`src/rtl/core_control_ldst_bus_pkg.sv`:
```
// Shared types for the load/store bus responder: word/pointer types,
// FSM state encoding and the request record held in the latched and pending slots.
package core_control_ldst_bus_pkg;

    typedef logic [29:0] ptr;
    typedef logic [31:0] word;

    typedef enum logic [1:0] {
        MEM_IDLE  = 2'd0,
        MEM_CMD   = 2'd1,
        MEM_RDATA = 2'd2
    } ctrl_mem_state;

    typedef struct packed {
        ptr   addr;
        logic write;
        word  data;
    } mem_req;

    localparam logic [3:0] AVL_BE_ALL = 4'b1111;

    function automatic logic [31:0] byte_addr(input ptr addr);
        return {addr, 2'b00};
    endfunction

endpackage

```
`src/rtl/core_control_ldst_bus_timeout.sv`:
```
// Per-transaction cycle counter; expired flags the cycle on whose closing edge
// the count reaches LIMIT.
module core_control_ldst_bus_timeout #(
    parameter int unsigned LIMIT = 1024
) (
    input  logic clk,
    input  logic rst_n,
    input  logic clear,
    input  logic enable,
    output logic expired
);

    localparam int W = $clog2(LIMIT + 1);

    logic [W-1:0] count;

    always_ff @(posedge clk or negedge rst_n) begin
        if (!rst_n) begin
            count <= '0;
        end else if (clear) begin
            count <= '0;
        end else if (enable) begin
            count <= count + W'(1);
        end
    end

    assign expired = enable && (count == W'(LIMIT - 1));

endmodule

```
`src/rtl/core_control_ldst_bus.sv`:
```
// Load/store sequencer to Avalon-MM pipelined master bridge with a one-entry pending slot.
// Optional transaction timeout is built in when CORE_MEM_TIMEOUT_EN is defined.
//
// state | meaning
// IDLE  | no transaction on the bus; accepts pending or new request
// CMD   | avl_read/avl_write held until waitrequest is low
// RDATA | read accepted, waiting for readdatavalid
module core_control_ldst_bus
    import core_control_ldst_bus_pkg::*;
#(
    parameter int unsigned TIMEOUT_CYCLES = 1024
) (
    input  logic        clk,
    input  logic        rst_n,
    input  logic        mem_start,
    input  ptr          mem_addr,
    input  logic        mem_write,
    input  word         mem_data_wr,
    output logic        mem_ready,
    output word         mem_data_rd,
    output logic        mem_fault,
    output logic        mem_overrun,
    output logic [31:0] avl_address,
    output logic        avl_read,
    output logic        avl_write,
    output logic [31:0] avl_writedata,
    output logic [3:0]  avl_byteenable,
    input  logic        avl_waitrequest,
    input  logic [31:0] avl_readdata,
    input  logic        avl_readdatavalid
);

    localparam logic [1:0] IDLE  = MEM_IDLE;
    localparam logic [1:0] CMD   = MEM_CMD;
    localparam logic [1:0] RDATA = MEM_RDATA;

    logic [1:0] state;
    mem_req     pend;
    logic       pend_valid;
    mem_req     new_req;
    mem_req     launch_req;
    logic       launch;
    logic       cmd_accept;
    logic       wr_done;
    logic       rd_take;
    logic       rd_done;
    logic       abort;

    always_comb begin
        new_req    = '{addr: mem_addr, write: mem_write, data: mem_data_wr};
        launch_req = pend_valid ? pend : new_req;
    end

    assign launch     = (state == IDLE) && (pend_valid || mem_start);
    assign cmd_accept = (state == CMD) && (avl_read || avl_write) && !avl_waitrequest;
    assign wr_done    = cmd_accept && avl_write;
    assign rd_done    = (state == RDATA) && rd_take;

    assign avl_byteenable = AVL_BE_ALL;

`ifdef CORE_MEM_TIMEOUT_EN
    logic expired;
    logic stale;

    core_control_ldst_bus_timeout #(
        .LIMIT(TIMEOUT_CYCLES)
    ) u_timeout (
        .clk    (clk),
        .rst_n  (rst_n),
        .clear  (launch),
        .enable (state != IDLE),
        .expired(expired)
    );

    // A completion landing on the expiry edge wins over the abort.
    assign abort   = expired && !wr_done && !rd_done;
    assign rd_take = avl_readdatavalid && !stale;

    // Reads abandoned after the slave took them still owe one beat; swallow it.
    always_ff @(posedge clk or negedge rst_n) begin
        if (!rst_n) begin
            stale     <= 1'b0;
            mem_fault <= 1'b0;
        end else begin
            mem_fault <= abort;
            if (abort && ((state == RDATA) || (cmd_accept && avl_read))) begin
                stale <= 1'b1;
            end else if (avl_readdatavalid) begin
                stale <= 1'b0;
            end
        end
    end
`else
    logic unused_timeout;

    assign abort          = 1'b0;
    assign rd_take        = avl_readdatavalid;
    assign mem_fault      = 1'b0;
    assign unused_timeout = (TIMEOUT_CYCLES != 0);
`endif

    always_ff @(posedge clk or negedge rst_n) begin
        if (!rst_n) begin
            state         <= IDLE;
            pend          <= '0;
            pend_valid    <= 1'b0;
            mem_ready     <= 1'b0;
            mem_overrun   <= 1'b0;
            mem_data_rd   <= '0;
            avl_address   <= '0;
            avl_read      <= 1'b0;
            avl_write     <= 1'b0;
            avl_writedata <= '0;
        end else begin
            mem_ready <= 1'b0;
            if (abort) begin
                state     <= IDLE;
                avl_read  <= 1'b0;
                avl_write <= 1'b0;
                mem_ready <= 1'b1;
            end else begin
                case (state)
                    IDLE: begin
                        if (launch) begin
                            state         <= CMD;
                            avl_address   <= byte_addr(launch_req.addr);
                            avl_writedata <= launch_req.data;
                            avl_read      <= !launch_req.write;
                            avl_write     <= launch_req.write;
                        end
                    end
                    CMD: begin
                        if (cmd_accept) begin
                            avl_read  <= 1'b0;
                            avl_write <= 1'b0;
                            if (avl_write) begin
                                state     <= IDLE;
                                mem_ready <= 1'b1;
                            end else begin
                                state <= RDATA;
                            end
                        end
                    end
                    RDATA: begin
                        if (rd_take) begin
                            mem_data_rd <= avl_readdata;
                            mem_ready   <= 1'b1;
                            state       <= IDLE;
                        end
                    end
                    default: state <= IDLE;
                endcase
            end

            // In IDLE the pending entry is promoted this cycle, so it is free for a new start.
            if (state == IDLE) begin
                if (pend_valid) begin
                    pend_valid <= mem_start;
                    if (mem_start) begin
                        pend <= new_req;
                    end
                end
            end else if (mem_start) begin
                if (!pend_valid) begin
                    pend_valid <= 1'b1;
                    pend       <= new_req;
                end else begin
                    mem_overrun <= 1'b1;
                end
            end
        end
    end

endmodule

```
`config.mk`:
```
export PLATFORM = sky130hd
export DESIGN_NAME = core_control_ldst_bus
export DESIGN_NICKNAME = d
export VERILOG_FILES = /design/src/rtl/core_control_ldst_bus_pkg.sv /design/src/rtl/core_control_ldst_bus_timeout.sv /design/src/rtl/core_control_ldst_bus.sv
export SDC_FILE = /design/constraint.sdc
export NUM_CORES = 1
export LEC_CHECK = 0
export ABC_AREA = 1
export CAP_MARGIN = 15
export CORE_ASPECT_RATIO = 1.1
export CORE_MARGIN = 2
export CORE_UTILIZATION = 45
export DETAILED_ROUTE_END_ITERATION = 6
export MAX_ROUTING_LAYER = met4
export PLACE_DENSITY = 0.75
export SETUP_SLACK_MARGIN = 0.05
export SLEW_MARGIN = 15
export SYNTH_ARGS = -nofsm -noshare
export SYNTH_HDL_FRONTEND = slang
export SYNTH_SLANG_ARGS = --single-unit
```
`constraint.sdc`:
```
create_clock -name clk -period 1.8 [get_ports clk]
set_input_delay 0.36 -clock clk [delete_from_list [all_inputs] [get_ports clk]]
set_output_delay 0.36 -clock clk [all_outputs]
set_load 0.02 [all_outputs]
```
==> out/metrics.yaml, run 1 <==
power_frac_seq: 0.323
startpoint_type: "register"
synth_cell_types: 22
p_per_area_mw_per_mm2: 1880
vias: 6871
overflow: 0
path_buf_inv: 1
crit_arrival_ns: 1.36
dpl.hpwl_um: 13400
clock_latency_ns: 0.42
reg2reg_depth: 7
setup_tns_ns: 0
core_mm2: 0.0169
ir_drop_mv: 0.894
layout_commonest_cell: "nand2_1"
synth_area_leaders: "dfrtp_1 (53%), nand2_1 (16%), o21ai_0 (12%)"
pwr-share-comb: 0.472
fin_ws_ns: 0.0842
dpl_cell_area_mm2: 0.0100
dieHeight_um: 141
ys.warnings.count: 0
grt_pass1_vias: 6802
ys_seq_area_frac: 0.532
post-route-min-period_ns: 1.72
clock_path_buffers: 2
dieWidth_um: 129
grt_usage: 0.231
nets: 1229
cts_tree: "yes"
grt_max_degree: 58
layout-drive-gt1-share: 0.0896
io_pins: 205
final_cell_area_mm2: 0.0107
status: "complete, no violations"
synth_seq_cells: 164
synth_top_area_cell: "dfrtp_1"
path_max_fanout: 2
timing.rr.start: "state[0]"
syn_avg_cell_area_um2: 8.20
critPathKind: "register to primary output"
required_ns: 1.44
fin_skew_ns: 0.00809
place.gp.congestion: 0.798
p_switching_mw: 8.26
cpLargestDelayFamily: "buffers and inverters"
io_buffers: 197
drc: 0
drtAntennaViolNets: 0
p_int_mw: 11.9
rows: 50
clk_pin_slew_ns: 0.06
clock_sinks: 164
areaGrowthSynthToFinish_pct: 39.2
initial_utilization: 0.457
drt_wl_total_um: 20000
clockPowerShare: 0.204
die-area_mm2: 0.0182
diodes: 0
dr.pass1.iters: 6
cap_violations: 0
drv_slew: 0
p_leak_nw: 5.67
grt_pass1_wl_um: 32900
max_freq_ghz: 0.583
rsz0062_at_grt: "no"
drtIter0Drc: 487
r2r_end: "pend[3]"
reg2reg_slack_ns: 0.18
cp_slowest_cell: "clkdlybuf4s50_1"
netlist_area_mm2: 0.00771
synth_cells: 941
p_sw_frac: 0.409
synth_top_area_share: 0.532
hold_path.class: "primary input to async pin"
finalSetupViolations: 0
viasPerCell: 5.10
hold_viol: 0
wl_per_cell_um: 14.9
end_kind: "primary output"
cpPeakStageDelay_ns: 0.60
cp_cell_sequence: "clkdlybuf4s50_1"
h-tree-depth: 4
place_ws_ns: 0.0466
post-route-period-util: 0.953
root_buffer: "clkbuf_16"
cts_buffers: 17
layout_common_cells: "nand2_1 (332), o21ai_0 (180), dfrtp_1 (163)"
antenna_found_initial: 0
[layer usage]
metal	part of all wire	track usage	vias to the layer above
li1	-	-	3379
met1	0.43	0.296	3238
met2	0.49	0.369	232
met3	0.061	0.0468	22
met4	0.016	0.0807	0
met5	0	-	-
[flip-flops by register name, summed over array words and instances (netlist names), 2 cells and up]
| register | cells |
|---|---|
| pend | 63 |
| avl_writedata | 32 |
| mem_data_rd | 32 |
| avl_address | 30 |
| state | 2 |
[metrics by stage]
stage	instances	hold WS [ns]	util	power [mW]
after floorplan	946	0.0644	-	12.5
after global placement	1313	0.279	0.594	16.4
after detailed placement	1313	0.279	0.594	16.7
after CTS	1346	0.419	0.630	20.4
after global routing	1347	0.452	0.636	21.8
final	1347	0.407	0.636	20.2
[cells by family after synthesis]
kind of cell    after synthesis  synth area share
compound gates              246             0.162
flops                       164             0.532
mux                          32            0.0467
simple gates                356             0.176
fa+ha+maj                     3           0.00487
buf+inv                     138            0.0771
other cells                   2          0.000974
[power groups by stage]
stage,combinational (mW),clock (mW),sequential (mW)
6_report,9.53,4.13,6.52
5_1_grt,10.7,4.36,6.76
4_1_cts,9.63,4.21,6.53
3_5_place_dp,10.1,0,6.59
3_3_place_gp,9.86,0,6.55
2_1_floorplan,4.89,0,7.66
[final cells by class]
type | count | area [um^2]
sequential | 164 | 4110
tap | 208 | 260
multi-input combinational | 644 | 3040
inverter | 71 | 267
timing repair buffer | 228 | 2390
fill | 1410 | 6150
clock buffer | 22 | 484
clock inverter | 10 | 193
[synthesized netlist by cell type]
library cell	instances
o21ai_4	1
buf_1	1
inv_1	70
nor2_4	2
nor2_1	16
buf_2	28
buf_4	9
clkbuf_1	28
ha_1	3
buf_6	1
nand3_1	4
a21boi_0	1
mux2_2	32
nand2_1	333
o21ai_0	180
o21bai_1	2
a21oi_1	13
inv_2	1
dfrtp_1	164
nand2_2	1
o21ai_1	49
conb_1	2
[what timing repair did]
item,4_1_cts,5_1_grt
setup endpoints to repair,67,67
hold buffers,1,0
resized for setup,67,30
gates cloned,0,0
buffers inserted,0,1
hold endpoints to repair,29,0
pin swaps,0,1
[worst max-delay path by stage]
| stage | from | to | depth (start not counted) |
|---|---|---|---|
| after floorplan | state[0] | pend[11] | 9 |
| final | avl_address[9] | avl_address[9] | 1 |
| after global routing | avl_address[9] | avl_address[9] | 1 |
| after CTS | mem_data_rd[4] | mem_data_rd[4] | 1 |
| after global placement | mem_start | state[1] | 7 |
| after detailed placement | mem_start | state[1] | 7 |
Power figures use the tool's default switching activity.
==> run 2: changes to the inputs <==
- CTS_CLUSTER_DIAMETER: default -> 30
==> results of run 2 <==
No change in the layout: final DEF, timing and power equal those of run 1.
==> run 3: changes to the inputs <==
- CORE_UTILIZATION: 45 -> 49
- PLACE_DENSITY: 0.75 -> 0.81
==> run 3 against run 2 <==
Via count rose by 3.2%; combinational power rose by 3.3%; die area fell by 7.9%; worst setup slack improved by 0.0038 ns; critical path type unchanged; highest routed layer unchanged.
==> out/metrics.yaml, run 3 (same netlist as run 1, synthesis figures left out) <==
status: "complete, no violations"
cts_buffers: 17  # unchanged
cap_violations: 0  # unchanged
max_freq_ghz: 0.584  # +0.22%
diodes: 0  # unchanged
cts_tree: "yes"
clock_sinks: 164  # unchanged
clk_pin_slew_ns: 0.06  # about the same
dpl_cell_area_mm2: 0.0100  # -0.42%
p_sw_frac: 0.415  # +0.00579
power_frac_seq: 0.324  # about the same
grt_max_degree: 58  # unchanged
ir_drop_mv: 0.886  # -0.88%
wl_per_cell_um: 15.5  # +3.9%
io_pins: 205  # unchanged
post-route-min-period_ns: 1.71  # -0.00376 ns
p_switching_mw: 8.43  # +2.0%
layout-drive-gt1-share: 0.0927  # +0.00319
post-route-period-util: 0.951  # -0.00209
drc: 0  # unchanged
regArea_mm2: 0.00411  # unchanged
dpl.hpwl_um: 13400  # +0.48%
pwr-share-comb: 0.485  # +0.013
finalSetupViolations: 0  # unchanged
holdWs_ns: 0.438  # +0.0307 ns
hold_viol: 0  # unchanged
dieWidth_um: 124  # -4.0%
fin_cells: 1343  # -0.30%
areaGrowthSynthToFinish_pct: 39.6
hold_path.class: "primary input to async pin"
antenna_found_initial: 0  # unchanged
cp_cell_sequence: "clkdlybuf4s50_1"
final_util: 0.692  # +0.0565
crit_arrival_ns: 1.35  # about the same
fin_skew_ns: 0.00822  # +0.000123 ns
largestRegisters: "pend x63, avl_writedata x32, mem_data_rd x32"
layout_commonest_cell: "nand2_1"
layout_common_cells: "nand2_1 (332), o21ai_0 (180), dfrtp_1 (163)"
startpoint_type: "register"
end_kind: "primary output"
p_leak_nw: 5.79  # +2.2%
path_max_fanout: 2  # unchanged
die-area_mm2: 0.0168  # -7.9%
viasPerCell: 5.28  # +3.5%
dp.cells: 1304  # -0.69%
h-tree-depth: 4  # unchanged
cpLargestDelayFamily: "buffers and inverters"
clockPowerShare: 0.191  # -0.013
critPathKind: "register to primary output"
p_int_mw: 11.9  # -0.36%
multi_input_area_mm2: 0.00304  # unchanged
drv_slew: 0  # unchanged
grt_usage: 0.260  # +0.0286
rsz0062_at_grt: "no"
required_ns: 1.44  # about the same
drtIter0Drc: 475  # -2.5%
io_buffers: 197  # unchanged
n_fill_cell: 1248  # -11%
cp_slowest_cell: "clkdlybuf4s50_1"
cpPeakStageDelay_ns: 0.60  # about the same
grt_pass1_vias: 7037  # +3.5%
fin_ws_ns: 0.0879  # +0.00376 ns
vias: 7091  # +3.2%
path_buf_inv: 1  # unchanged
drtAntennaViolNets: 0  # unchanged
overflow: 0  # unchanged
dieHeight_um: 136  # -4.1%
drt_wl_total_um: 20800  # +3.6%
grt_pass1_wl_um: 33400  # +1.6%
place.gp.congestion: 0.814  # +2.0%
rows: 48  # -4.0%
core_mm2: 0.0156  # -7.9%
p_per_area_mw_per_mm2: 1890  # +0.35%
dr.pass1.iters: 5  # -1
largest_register_ffs: 63  # unchanged
root_buffer: "clkbuf_16"
place_ws_ns: -0.0210  # -0.0676 ns
top_register: "pend"
final_cell_area_mm2: 0.0108  # +0.27%
nets: 1233  # +0.33%
clock_latency_ns: 0.42  # about the same
clock_path_buffers: 2  # unchanged
initial_utilization: 0.496  # +0.0392
-- run 3: per-stage QoR --
| step | setup TNS (ns) | total power [mW] |
|---|---|---|
| after floorplan | 0 | 12.5 |
| after global placement | 0 | 16.3 |
| after detailed placement | -0.0210 | 16.7 |
| after CTS | 0 | 20.3 |
| after global routing | 0 | 21.8 |
| final | 0 | 20.3 |
-- run 3: final timing paths --
kind                       slack, ns                end  cells past startpoint         startpoint
setup / recovery                0.09  avl_writedata[16]                      1  avl_writedata[16]
hold / removal                  0.44           pend[25]                      2              rst_n
setup reg to reg                0.17   avl_writedata[0]                      8           state[0]
hold reg to reg                 0.48           pend[12]                      2           pend[12]
max in group asynchronous       0.74    avl_address[15]                      3              rst_n
min in group clk                0.48           pend[12]                      2           pend[12]
-- run 3: power by group through the flow --
stage               combinational [mW]  clock (mW)  sequential, mW
global placement                  9.77           0            6.56
global route                      10.9        4.09            6.79
CTS                               9.74        3.94            6.59
floorplan                         4.89           0            7.66
detailed placement                10.1           0            6.62
finish                            9.84        3.88            6.58
-- run 3: layout make-up --
type	instances	share of cell area
inverters	71	0.0248
clock inverters	12	0.0166
repair buffers	232	0.229
flip-flops and latches	164	0.382
well taps	200	0.0232
multi-input cells	644	0.282
clock buffers	20	0.0424
-- run 3: what timing repair did --
item	4_1_cts	5_1_grt
hold endpoints to repair	38	0
endpoints found under the setup margin	55	45
hold buffers	1	0
setup buffers	2	2
pin swaps	1	1
gates cloned	0	2
resized for setup	53	44
-- run 3: layer usage --
metal,global-route usage,part of all wire,wire length (um),up-vias
li1,-,-,-,3387
met1,0.317,0.40,8390,3352
met3,0.0459,0.069,1430,45
met5,-,0,0,-
met2,0.422,0.50,10300,307
met4,0.116,0.029,597,0
